`config.mk`:
```
export PLATFORM = sky130hd
export DESIGN_NAME = regfile_write_arbiter_flat
export DESIGN_NICKNAME = d
export VERILOG_FILES = /design/src/rtl/regfile_write_arbiter_if.sv /design/src/rtl/regfile_write_arbiter.sv /design/src/flat_wrapper.sv
export SDC_FILE = /design/constraint.sdc
export NUM_CORES = 1
export LEC_CHECK = 0
export ABC_CLOCK_PERIOD_IN_PS = 2940
export CORE_UTILIZATION = 40
export DETAILED_ROUTE_END_ITERATION = 10
export PLACE_DENSITY = 0.8
export SLEW_MARGIN = 0
export SYNTH_ARGS = -nofsm -noshare
export SYNTH_HDL_FRONTEND = slang
export SYNTH_SLANG_ARGS = --single-unit
```
`constraint.sdc`:
```
create_clock -name CLK -period 2.94 [get_ports CLK]
set_input_delay 0.882 -clock CLK [delete_from_list [all_inputs] [get_ports CLK]]
set_output_delay 0.882 -clock CLK [all_outputs]
set_load 0.005 [all_outputs]
```
`src/rtl/regfile_write_arbiter_if.sv`:
```
// Write-request bus between the two writeback sources and the register-file write arbiter.
interface regfile_write_arbiter_if;
  logic        in_Hold;
  logic        in_ValidA;
  logic [3:0]  in_AddrA;
  logic [15:0] in_DataA;
  logic        out_ReadyA;
  logic        in_ValidB;
  logic [3:0]  in_AddrB;
  logic [15:0] in_DataB;
  logic        out_ReadyB;
  logic [3:0]  in_ReadReg1;
  logic [3:0]  in_ReadReg2;
  logic        out_RegWrite;
  logic [3:0]  out_WriteAddr;
  logic [15:0] out_Data;
  logic        out_Hazard1;
  logic        out_Hazard2;
  logic [7:0]  out_ConflictCnt;

  modport master (
    output in_Hold, in_ValidA, in_AddrA, in_DataA, in_ValidB, in_AddrB, in_DataB,
           in_ReadReg1, in_ReadReg2,
    input  out_ReadyA, out_ReadyB, out_RegWrite, out_WriteAddr, out_Data,
           out_Hazard1, out_Hazard2, out_ConflictCnt
  );

  modport slave (
    input  in_Hold, in_ValidA, in_AddrA, in_DataA, in_ValidB, in_AddrB, in_DataB,
           in_ReadReg1, in_ReadReg2,
    output out_ReadyA, out_ReadyB, out_RegWrite, out_WriteAddr, out_Data,
           out_Hazard1, out_Hazard2, out_ConflictCnt
  );
endinterface

```
`src/rtl/regfile_write_arbiter.sv`:
```
// Round-robin arbiter merging ALU (A) and load (B) writebacks into one register-file write port,
// with read-hazard flags and a saturating conflict counter.
module regfile_write_arbiter (
  input logic                     CLK,
  input logic                     RST,
  regfile_write_arbiter_if.slave  bus
);
  localparam int unsigned ADDR_W = 4;
  localparam int unsigned DATA_W = 16;
  localparam int unsigned CNT_W  = 8;
  localparam logic [CNT_W-1:0] CNT_MAX = {CNT_W{1'b1}};

  typedef enum logic {GNT_A = 1'b0, GNT_B = 1'b1} gnt_e;

  gnt_e              last_gnt_q, last_gnt_d;
  logic              reg_write_q, reg_write_d;
  logic [ADDR_W-1:0] write_addr_q, write_addr_d;
  logic [DATA_W-1:0] write_data_q, write_data_d;
  logic [CNT_W-1:0]  conflict_cnt_q, conflict_cnt_d;

  logic grant_a_c, grant_b_c, both_valid_c, active_c;

  // Grant decision: ties go to whichever requester was not granted last.
  always_comb begin
    active_c     = !RST && !bus.in_Hold;
    both_valid_c = bus.in_ValidA && bus.in_ValidB;
    grant_a_c    = active_c && bus.in_ValidA && (!bus.in_ValidB || (last_gnt_q == GNT_B));
    grant_b_c    = active_c && bus.in_ValidB && (!bus.in_ValidA || (last_gnt_q == GNT_A));
  end

  always_comb begin
    last_gnt_d     = last_gnt_q;
    reg_write_d    = 1'b0;
    write_addr_d   = write_addr_q;
    write_data_d   = write_data_q;
    conflict_cnt_d = conflict_cnt_q;
    if (RST) begin
      last_gnt_d     = GNT_B;
      write_addr_d   = '0;
      write_data_d   = '0;
      conflict_cnt_d = '0;
    end else begin
      if (grant_a_c) begin
        last_gnt_d   = GNT_A;
        write_addr_d = bus.in_AddrA;
        write_data_d = bus.in_DataA;
        reg_write_d  = (bus.in_AddrA != ADDR_W'(0));
      end else if (grant_b_c) begin
        last_gnt_d   = GNT_B;
        write_addr_d = bus.in_AddrB;
        write_data_d = bus.in_DataB;
        reg_write_d  = (bus.in_AddrB != ADDR_W'(0));
      end
      if (active_c && both_valid_c && (conflict_cnt_q != CNT_MAX)) begin
        conflict_cnt_d = conflict_cnt_q + CNT_W'(1);
      end
    end
  end

  always_ff @(posedge CLK) begin
    last_gnt_q     <= last_gnt_d;
    reg_write_q    <= reg_write_d;
    write_addr_q   <= write_addr_d;
    write_data_q   <= write_data_d;
    conflict_cnt_q <= conflict_cnt_d;
  end

  // Writes to register 0 never set reg_write_q, so hazards on address 0 cannot fire.
  assign bus.out_ReadyA      = grant_a_c;
  assign bus.out_ReadyB      = grant_b_c;
  assign bus.out_RegWrite    = reg_write_q;
  assign bus.out_WriteAddr   = write_addr_q;
  assign bus.out_Data        = write_data_q;
  assign bus.out_ConflictCnt = conflict_cnt_q;
  assign bus.out_Hazard1     = reg_write_q && (bus.in_ReadReg1 == write_addr_q);
  assign bus.out_Hazard2     = reg_write_q && (bus.in_ReadReg2 == write_addr_q);
endmodule

```
`src/flat_wrapper.sv`:
```
// flat-port wrapper written by rule: the top's interface ports become plain ports
module regfile_write_arbiter_flat 
  (CLK, RST, bus_in_Hold, bus_in_ValidA, bus_in_AddrA, bus_in_DataA, bus_in_ValidB, bus_in_AddrB, bus_in_DataB, bus_in_ReadReg1, bus_in_ReadReg2, bus_out_ReadyA, bus_out_ReadyB, bus_out_RegWrite, bus_out_WriteAddr, bus_out_Data, bus_out_Hazard1, bus_out_Hazard2, bus_out_ConflictCnt);
  regfile_write_arbiter_if bus_i ();
  input logic CLK;
  input logic RST;
  input wire logic [$bits(bus_i.in_Hold)-1:0] bus_in_Hold;
  input wire logic [$bits(bus_i.in_ValidA)-1:0] bus_in_ValidA;
  input wire logic [$bits(bus_i.in_AddrA)-1:0] bus_in_AddrA;
  input wire logic [$bits(bus_i.in_DataA)-1:0] bus_in_DataA;
  input wire logic [$bits(bus_i.in_ValidB)-1:0] bus_in_ValidB;
  input wire logic [$bits(bus_i.in_AddrB)-1:0] bus_in_AddrB;
  input wire logic [$bits(bus_i.in_DataB)-1:0] bus_in_DataB;
  input wire logic [$bits(bus_i.in_ReadReg1)-1:0] bus_in_ReadReg1;
  input wire logic [$bits(bus_i.in_ReadReg2)-1:0] bus_in_ReadReg2;
  output wire logic [$bits(bus_i.out_ReadyA)-1:0] bus_out_ReadyA;
  output wire logic [$bits(bus_i.out_ReadyB)-1:0] bus_out_ReadyB;
  output wire logic [$bits(bus_i.out_RegWrite)-1:0] bus_out_RegWrite;
  output wire logic [$bits(bus_i.out_WriteAddr)-1:0] bus_out_WriteAddr;
  output wire logic [$bits(bus_i.out_Data)-1:0] bus_out_Data;
  output wire logic [$bits(bus_i.out_Hazard1)-1:0] bus_out_Hazard1;
  output wire logic [$bits(bus_i.out_Hazard2)-1:0] bus_out_Hazard2;
  output wire logic [$bits(bus_i.out_ConflictCnt)-1:0] bus_out_ConflictCnt;
  assign bus_i.in_Hold = bus_in_Hold;
  assign bus_i.in_ValidA = bus_in_ValidA;
  assign bus_i.in_AddrA = bus_in_AddrA;
  assign bus_i.in_DataA = bus_in_DataA;
  assign bus_i.in_ValidB = bus_in_ValidB;
  assign bus_i.in_AddrB = bus_in_AddrB;
  assign bus_i.in_DataB = bus_in_DataB;
  assign bus_i.in_ReadReg1 = bus_in_ReadReg1;
  assign bus_i.in_ReadReg2 = bus_in_ReadReg2;
  assign bus_out_ReadyA = bus_i.out_ReadyA;
  assign bus_out_ReadyB = bus_i.out_ReadyB;
  assign bus_out_RegWrite = bus_i.out_RegWrite;
  assign bus_out_WriteAddr = bus_i.out_WriteAddr;
  assign bus_out_Data = bus_i.out_Data;
  assign bus_out_Hazard1 = bus_i.out_Hazard1;
  assign bus_out_Hazard2 = bus_i.out_Hazard2;
  assign bus_out_ConflictCnt = bus_i.out_ConflictCnt;
  regfile_write_arbiter u_core (.CLK(CLK), .RST(RST), .bus(bus_i));
endmodule
```
# ---- Word-level counts from Yosys, hierarchy flattened
# Index checks and enable logic that the tools add are counted.
dict set report classes {
  n_eq_ne 3
  addsub 1
  bitwise 1
  n_reduce_logical 19
  muxes 8
}
# cell count
set op_table {}
lappend op_table {{$mux W16} 2}
lappend op_table {{$logic_and A1 B1 Y1} 10}
lappend op_table {{$add A8 B1 Y8 const B} 1}
lappend op_table {{$eq A4 B4 Y1} 2}
lappend op_table {{$mux W4} 2}
lappend op_table {{$ne A8 B8 Y1 const B} 1}
lappend op_table {{$reduce_bool A4 Y1} 2}
lappend op_table {{$logic_not A1 Y1} 4}
lappend op_table {{$mux W1} 4}
lappend op_table {{$logic_or A1 B1 Y1} 2}
lappend op_table {{$reduce_bool A2 Y1} 1}
lappend op_table {{$not A1 Y1} 1}
dict set report totals {
  register_bits 30
  output_inout_bits 33
  in_bits 53
}

# ---- Logic depth before layout (Yosys ltp)
# Gate-level depths: netlist of the first run.
dict set report logic_depth {
  depth_word 6
  mapped_depth 5
  depth_no_buf 4
}

# ---- Worst setup path before layout of the first run
# No wires, ideal clock.
dict set report synth_timing {
  path_type {in2out}
  start {input bus_in_Hold}
  end {output bus_out_ReadyA}
  slack_ns 0.259
  path_stages 5
  n_path_buf 2
  t_arrival_ns 1.799
  required_time_ns 2.058
  cell_sequence {or2_1 buf_2 or3_4 buf_6 inv_1}
}
dict set report synth_between {
  elab_chain_len 4
}
# element line_no
set synth_lines {}
lappend synth_lines {{from (decl)} flat_wrapper.sv:7} ;# input wire logic [$bits(bus_i.in_Hold)-1:0] bus_in_Hold;
lappend synth_lines {{$logic_not A1 Y1} regfile_write_arbiter.sv:25} ;# active_c = !RST && !bus.in_Hold;
lappend synth_lines {{$logic_and A1 B1 Y1} regfile_write_arbiter.sv:25}
lappend synth_lines {{$logic_and A1 B1 Y1 (2 in a row)} regfile_write_arbiter.sv:27} ;# grant_a_c = active_c && bus.in_ValidA && (!bus.in_ValidB || (last_gnt_q == GNT_B));
lappend synth_lines {{to (decl)} flat_wrapper.sv:16} ;# output wire logic [$bits(bus_i.out_ReadyA)-1:0] bus_out_ReadyA;
# No other way between the ends.

# ---- Worst setup path after layout of the first run
dict set report layout_timing {
  start {input RST}
  end {output bus_out_ReadyA}
}
dict set report layout_between {
  elab_chain_len 4
}
# element line_no
set layout_lines {}
lappend layout_lines {{from (decl)} flat_wrapper.sv:6} ;# input logic RST;
lappend layout_lines {{$logic_not A1 Y1} regfile_write_arbiter.sv:25}
lappend layout_lines {{$logic_and A1 B1 Y1} regfile_write_arbiter.sv:25}
lappend layout_lines {{$logic_and A1 B1 Y1 (2 in a row)} regfile_write_arbiter.sv:27}
# No other way between the ends.

==> results of run 1 <==
[sequential cells by signal (all words and copies together), names as in the netlist]
register and flops:
u_core.bus.out_Data 16, u_core.last_gnt_q 1, u_core.bus.out_RegWrite 1, u_core.bus.out_ConflictCnt 8, u_core.bus.out_WriteAddr 4
[final cells by class]
type                       instances  area (um2)
multi-input combinational        145        1011
timing repair buffer              99       988.4
inverter                           2       7.507
tap                               50       62.56
clock buffer                       6       82.58
sequential                        30       600.6
fill                             342        1292
clock inverter                     2       12.51
[layout by cell type (no fill, tap or decap), drive strengths merged, types with 2 or more instances in the layout]
cell / count
nand2: 4
nor4: 23
a21oi: 21
nor2b: 4
nand3: 2
mux2: 2
xor2: 6
clkdlybuf4s50: 77
o211ai: 2
dfxtp: 30
clkdlybuf4s15: 2
or3: 2
or2: 2
dlygate4sd2: 4
buf: 14
a2111oi: 20
a211oi: 2
nand2b: 3
and2: 3
and3: 4
nor3: 20
nor2: 5
inv: 2
xnor2: 2
clkbuf: 6
mux2i: 2
a31oi: 3
[worst max-delay path by stage]
stage | from | to | slack (ns) | cells past startpoint
floorplan | bus_in_Hold | bus_out_ReadyA | 0.26 | 5
global placement | bus_in_Hold | bus_out_ReadyA | -0.42 | 5
detailed placement | bus_in_Hold | bus_out_ReadyA | -0.43 | 5
CTS | bus_in_ValidA | bus_out_ReadyA | 0.01 | 5
global route | RST | bus_out_ReadyA | -0.003 | 5
finish | RST | bus_out_ReadyA | 0.04 | 5
[timing repair]
item,CTS,global route
gates resized for setup,20,1
cloned,1,0
pin swaps,4,2
hold endpoints to repair,0,0
endpoints found under the setup margin,4,3
[power groups by stage]
stage / clock, uW / sequential (uW) / combinational [uW]
6_report: 349 / 445 / 243
5_1_grt: 369 / 447 / 263
4_1_cts: 355 / 444 / 243
3_5_place_dp: 0 / 453 / 235
3_3_place_gp: 0 / 452 / 232
2_1_floorplan: 0 / 451 / 92.4
[cell families after synthesis]
| group | count (synthesis) | synth area share [%] |
|---|---|---|
| muxes | 4 | 2.498 |
| DFF | 30 | 35.27 |
| and+or+nand+nor | 77 | 26.16 |
| buffers and inverters | 23 | 6.024 |
| adders and majority gates | 1 | 0.7346 |
| xor gates and xnor gates | 8 | 4.115 |
| AOI/OAI and AO/OA | 55 | 25.20 |
[worst reg2reg max path: stages (launching register included)]
cell,delay (ns)
dfxtp_1,0.42
ha_1,0.29
nand4_1,0.23
o21ai_0,0.36
mux2_2,0.37
[through the flow]
step	util, %	setup TNS, ns	worst slack (ns)
detailed placement	64.60	-1.257	-0.4276
CTS	68.09	0	0.01025
global placement	64.60	-1.199	-0.4182
finish	68.15	0	0.04295
floorplan	-	0	0.2594
global route	68.15	-0.002933	-0.002933
[metal layers]
metal  track usage, %  share of wire [%]  up-vias
met5                0                  0        -
met4            10.11                1.5        0
met3            4.392                7.1        9
met2            41.50                 48       72
met1            29.38                 43      911
li1                 -                  -      954
==> summary.md, run 1 <==
| Metric | Value |
|---|---|
| Number of cells on the worst reg-to-reg path | 4 |
| Routability-driven placement congestion ratio | 0.8427 |
| Router iterations before antenna repair | 4 |
| Synthesis-stage register bit count | 30 |
| Worst path bufs/invs | 3 |
| Sequential Power Share | 42.9% |
| Worst-case headroom to the max-slew limit | 71.90% |
| Die Y | 67.25 um |
| Area delta synth->final | 62.38% |
| Number of levels in the clock H-tree | 2 |
| Highest Clock Rate | 345.2 MHz |
| Internal reg-to-reg setup slack | 1.17 ns |
| Switching power share of the total | 26.45% |
| Final cell count without fillers | 334 |
| Worst-Skew Late Latency | 0.29 ns |
| Shortest period the worst path allows | 2.897 ns |
| Comb power frac | 23.5% |
| Cell internal power dissipation | 762.2 uW |
| Routed len/inst | 15.57 um |
| Synth cell count leaders | 30 x dfxtp_1, 23 x nor4_1, 21 x a21oi_1 |
| Detailed-route DRC error count | 0 |
| Final Routed Wirelength | 5.201 mm |
| Synthesized netlist net count | 252 |
| Arrival @ worst endpoint | 2.02 ns |
| Most frequent cell on the critical path | clkdlybuf4s15_2 |
| Required time of the critical path | 2.06 ns |
| Placed cell area | 2621 um2 |
| Width of the die | 67.25 um |
| Setup repair after global routing missed its margin | true |
| Seq/Total Area, Yosys | 35.27% |
| Total Power Consumption | 1036 uW |
| Net Switching | 274.2 uW |
| Most used flip-flop cell after synthesis | dfxtp_1 |
| Yosys warning total | 0 |
| Finished Cell Area | 2765 um2 |
| Final Hold Violating Endpoints | 0 |
| Clock tree from TritonCTS | built |
| Number of antenna violations at the first check in global routing | 0 |
| Crit path cell chain | clkdlybuf4s15_2, or2_1, or3_4, inv_2, clkdlybuf4s15_2 |
| Count of final setup violators | 0 |
| Hold-critical path endpoint | u_core.bus.out_Data[6] |
| Critical Path Max Stage Delay | 0.41 ns |
| Remaining antenna violation count | 0 |
| Die area | 4522 um2 |
| Post-route clock period utilization | 98.54% |
| Number of clock buffers inserted by TritonCTS | 5 |
| Worst vdd rail ir drop | 0.0003324 V |
| Count of vias placed by the detailed router | 1946 |
| Startpoint of the worst-slack reg-to-reg timing path | u_core.bus.out_ConflictCnt[0] |
| Netlist area before placement | 1703 um2 |
| Origin of the worst min-delay path | u_core.bus.out_Data[6] |
| Result of the run | finished, final reports clean |
| Tightest Pin Transition | 0.4216 ns |
| Count of boundary I/O pins | 86 |
| Vias in the first global route | 1852 |
| Proportion of synthesized flip-flops having asynchronous set or reset | 0% |
| Leading post-synthesis cells by cell area | dfxtp_1 35%, a2111oi_1 9.4%, nor4_1 8.4%, a21oi_1 6.2%, nor3_1 5.9% |
| Fin nets | 337 |
| Gr usage total | 24.17% |
| Minimum hold slack | 0.5269 ns |
| Dpl hpwl | 3.513 mm |
| Most frequent cell after synthesis | dfxtp_1 |
| CTS max path bufs | 2 |
| Buffers inserted by post-CTS timing repair | 0 |
| Critical-path cell with the highest stage delay | or3_4 |
| Leak Pwr | 0.0009794 uW |
| Antenna diode instance count | 0 |
| Hold-fix buffer count after cts | 0 |
| Slew Viols, Final | 0 |
| Number of standard cells after synthesis | 198 |
| Endpoint of the worst register-to-register path | u_core.bus.out_ConflictCnt[1] |
| Global-route congestion overflow total | 0 |
| Clock slew seen by the registers of the worst setup and hold paths | 0.07 ns |
| Routed vias/inst | 5.826 |
| Clk root buf | clkbuf_8 |
| Maximum number of pins on one net before global-route repair | 42 |
| Placed Cells incl. Taps | 325 |
| Worst setup EP type | output pin |
| Row count | 23 |
| Hold Path Depth | 2 |
| Share of power burned in the clock network | 33.6% |
| Cell family contributing the most delay on the critical path | simple AND/OR/NAND/NOR gates |
| Clock skew after layout | 0.007189 ns |
| Layout cells sized above 1 | 12.68% |
| Number of synthesized flops with an enable pin | 0 |
| Quantity of I/O buffers inserted on ports | 85 |
| Max-Cap Viols | 0 |
| CORE AREA | 4058 um2 |
| Total power divided by cell area | 374.8 nW/um2 |
| Crit Path Max Fanout | 3 |
| CP Class | in -> out |
| Mean post-synth cell area | 8.600 um2 |
| Kind of launch point of the worst setup path | primary input |
| Hold WC Path Type | reg -> reg |
| Post-synth cell types | 43 |
| CTS sink cnt | 30 |
| Cell taking the most area after synthesis | dfxtp_1 |
| First-iteration detailed-routing DRC count | 123 |
| Starting Density | 41.97% |
| Global-route wire length before repair | 8.273 mm |
| Synth top area share | 35.27% |
No activity file was read; power rests on OpenSTA's default activity.
==> inputs of run 2 (changes only) <==
--- a/config.mk
+++ b/config.mk
@@ -6,6 +6,7 @@
 export NUM_CORES = 1
 export LEC_CHECK = 0
 export ABC_CLOCK_PERIOD_IN_PS = 2940
+export CAP_MARGIN = 5
 export CORE_UTILIZATION = 40
 export DETAILED_ROUTE_END_ITERATION = 10
 export PLACE_DENSITY = 0.8
==> results of run 2 <==
Final layout, timing and power as in run 1 (identical DEF).
==> inputs of run 3 (changes only) <==
--- a/config.mk
+++ b/config.mk
@@ -5,11 +5,13 @@
 export SDC_FILE = /design/constraint.sdc
 export NUM_CORES = 1
 export LEC_CHECK = 0
+export ABC_AREA = 1
 export ABC_CLOCK_PERIOD_IN_PS = 2940
 export CAP_MARGIN = 5
-export CORE_UTILIZATION = 40
+export CORE_UTILIZATION = 41
 export DETAILED_ROUTE_END_ITERATION = 10
 export PLACE_DENSITY = 0.8
+export SKIP_CTS_REPAIR_TIMING = 1
 export SLEW_MARGIN = 0
 export SYNTH_ARGS = -nofsm -noshare
 export SYNTH_HDL_FRONTEND = slang
==> summary.md, run 3 <==
| Metric | Value |
|---|---|
| Number of levels in the clock H-tree | 2 |
| Detailed-route DRC error count | 0 |
| Gr usage total | 22.23% |
| Arrival @ worst endpoint | 1.97 ns |
| Shortest period the worst path allows | 2.850 ns |
| Seq/Total Area, Yosys | 33.01% |
| Hold WC Path Type | reg -> reg |
| Crit Path Max Fanout | 5 |
| CTS max path bufs | 2 |
| Number of standard cells after synthesis | 292 |
| Routed len/inst | 11.11 um |
| Filler Cell Count | 377 |
| Worst vdd rail ir drop | 0.0002967 V |
| Post-synth cell types | 28 |
| Global-route congestion overflow total | 0 |
| Count of vias placed by the detailed router | 2059 |
| Width of the die | 68.61 um |
| Final Routed Wirelength | 4.776 mm |
| Worst-Skew Late Latency | 0.28 ns |
| Routed vias/inst | 4.788 |
| CTS sink cnt | 30 |
| Synthesized netlist net count | 346 |
| Antenna diode instance count | 0 |
| Worst setup EP type | output pin |
| Final cell count without fillers | 430 |
| Count of boundary I/O pins | 86 |
| CP Class | in -> out |
| Area delta synth->final | 54.88% |
| Count of final setup violators | 0 |
| Maximum number of pins on one net before global-route repair | 26 |
| Row count | 23 |
| Most used flip-flop cell after synthesis | dfxtp_1 |
| Setup repair after global routing missed its margin | false |
| Synthesis-stage register bit count | 30 |
| Clock slew seen by the registers of the worst setup and hold paths | 0.06 ns |
| Clk root buf | clkbuf_8 |
| Routability-driven placement congestion ratio | 0.8009 |
| Number of clock buffers inserted by TritonCTS | 5 |
| Number of antenna violations at the first check in global routing | 0 |
| Leak Pwr | 0.001407 uW |
| Adder and majority cell fraction of the synthesized area | 0.6878% |
| Global-route wire length before repair | 7.707 mm |
| Mean post-synth cell area | 6.230 um2 |
| Xor and xnor area share after synthesis | 0.9629% |
| Highest Clock Rate | 350.9 MHz |
| Die area | 4707 um2 |
| Most frequent standard cell in the layout excluding fill and tap cells | nand2_1 |
| Cell taking the most area after synthesis | dfxtp_1 |
| Number of synthesized flops with an enable pin | 0 |
| Layout cells sized above 1 | 8.947% |
| Synth top area share | 33.01% |
| Post-synthesis share of cell area spent on and, or, nand and nor gates | 47.59% |
| Clock tree from TritonCTS | built |
| Leading post-synthesis cells by cell area | dfxtp_1 33%, nand2_1 22%, nand3_1 12%, inv_1 8.3%, nand3_2 5.5% |
| Most frequent cell after synthesis | nand2_1 |
| Vias in the first global route | 1831 |
| Finished Cell Area | 2818 um2 |
| First-iteration detailed-routing DRC count | 103 |
| Remaining antenna violation count | 0 |
| Die Y | 68.61 um |
| CORE AREA | 4115 um2 |
| Fin nets | 434 |
| Portion of netlist area occupied by mux cells | 0% |
| Tightest Pin Transition | 0.3918 ns |
| Yosys warning total | 0 |
| Max-Cap Viols | 0 |
| Result of the run | finished, final reports clean |
| Proportion of synthesized flip-flops having asynchronous set or reset | 0% |
| Synth cell count leaders | 108 x nand2_1, 42 x nand3_1, 40 x inv_1 |
| Post-route clock period utilization | 96.93% |
| Clock skew after layout | 0.004008 ns |
| Worst-case headroom to the max-slew limit | 73.82% |
| Placed Cells incl. Taps | 423 |
| Share of the synthesized area in compound gates (AO/OA/AOI/OAI) | 4.127% |
| Kind of launch point of the worst setup path | primary input |
| Total power divided by cell area | 363.8 nW/um2 |
| Placed cell area | 2720 um2 |
| Final Hold Violating Endpoints | 0 |
| Commonest cells after routing, fill and taps aside | 108 x nand2_1, 81 x clkdlybuf4s50_1, 42 x nand3_1 |
| Starting Density | 44.21% |
| Number of flip-flops in the largest register | 16 |
| Quantity of I/O buffers inserted on ports | 85 |
| Dpl hpwl | 3.596 mm |
| Router iterations before antenna repair | 4 |
| Combinational family with the most area after synthesis | simple AND/OR/NAND/NOR gates |
| Netlist area before placement | 1819 um2 |
| Required time of the critical path | 2.06 ns |
| Slew Viols, Final | 0 |
-- run 3: cell types whose count changed in the layout (fill, tap and decap cells not counted), moves of 17 or more --
cell	previous run	this run
a21oi_1	21	4
inv_1	1	40
nand2_1	4	108
nand3_1	2	42
nor3_1	20	1
nor4_1	22	2
-- run 3: cells by family (layout without fill, tap and decap cells) --
logic type / count (synthesis) / after routing
buffers and inverters: 55 / 143
XOR/XNOR: 2 / 2
adder cells (fa/ha/maj): 1 / 1
AND/OR/NAND/NOR: 190 / 190
flip-flops: 30 / 30
AO/OA/AOI/OAI: 14 / 14
-- run 3: layout make-up --
class                   count  area (um2)  share of cell area [%]
clock buffers               7       76.32                   2.709
repair buffers             95       935.9                   33.21
inverters                  41       156.4                   5.551
flip-flops and latches     30       600.6                   21.31
well taps                  50       62.56                   2.220
multi-input cells         207       985.9                   34.99
-- run 3: critical path: stages --
cell and delay, ns:
clkdlybuf4s50_1 0.46, buf_4 0.18, inv_4 0.06, nand2_4 0.05, nor2_4 0.09, nand2_2 0.05, inv_1 0.05, dlymetal6s2s_1 0.14
-- run 3: through the flow --
| stage | util [%] | power (uW) | setup TNS, ns | hold WS, ns | setup WS (ns) |
|---|---|---|---|---|---|
| detailed placement | 66.10 | 728.6 | -1.006 | 0.4902 | -0.3440 |
| floorplan | - | 568.6 | 0 | 0.4660 | 0.6550 |
| finish | 68.47 | 1025 | 0 | 0.5028 | 0.09031 |
| global route | 68.47 | 1086 | 0 | 0.5319 | 0.007877 |
| CTS | 67.95 | 1035 | -1.040 | 0.5028 | -0.3503 |
| global placement | 66.10 | 723.5 | -0.9627 | 0.4835 | -0.3501 |
-- run 3: worst paths after layout --
path	startpoint	endpoint	slack, ns	depth (start not counted)
hold reg to reg	u_core.bus.out_ConflictCnt[1]	u_core.bus.out_ConflictCnt[1]	0.50	2
hold / removal	u_core.bus.out_ConflictCnt[1]	u_core.bus.out_ConflictCnt[1]	0.50	2
setup reg to reg	u_core.bus.out_ConflictCnt[0]	u_core.bus.out_ConflictCnt[4]	1.40	8
setup / recovery	RST	bus_out_ReadyA	0.09	8
-- run 3: report_power, final --
part / switching (uW) / leakage, uW / internal (uW)
Sequential: 18.3 / 0.000248 / 437
Clock: 143 / 0.0000383 / 162
Combinational: 108 / 0.00112 / 156
Total: 269 / 0.00141 / 756
-- run 3: routing by layer --
layer	global-route usage, %	routed length [um]
met5	0	0
met4	5.469	35
met3	8.717	366
met2	41.30	2420
met1	23.09	1953
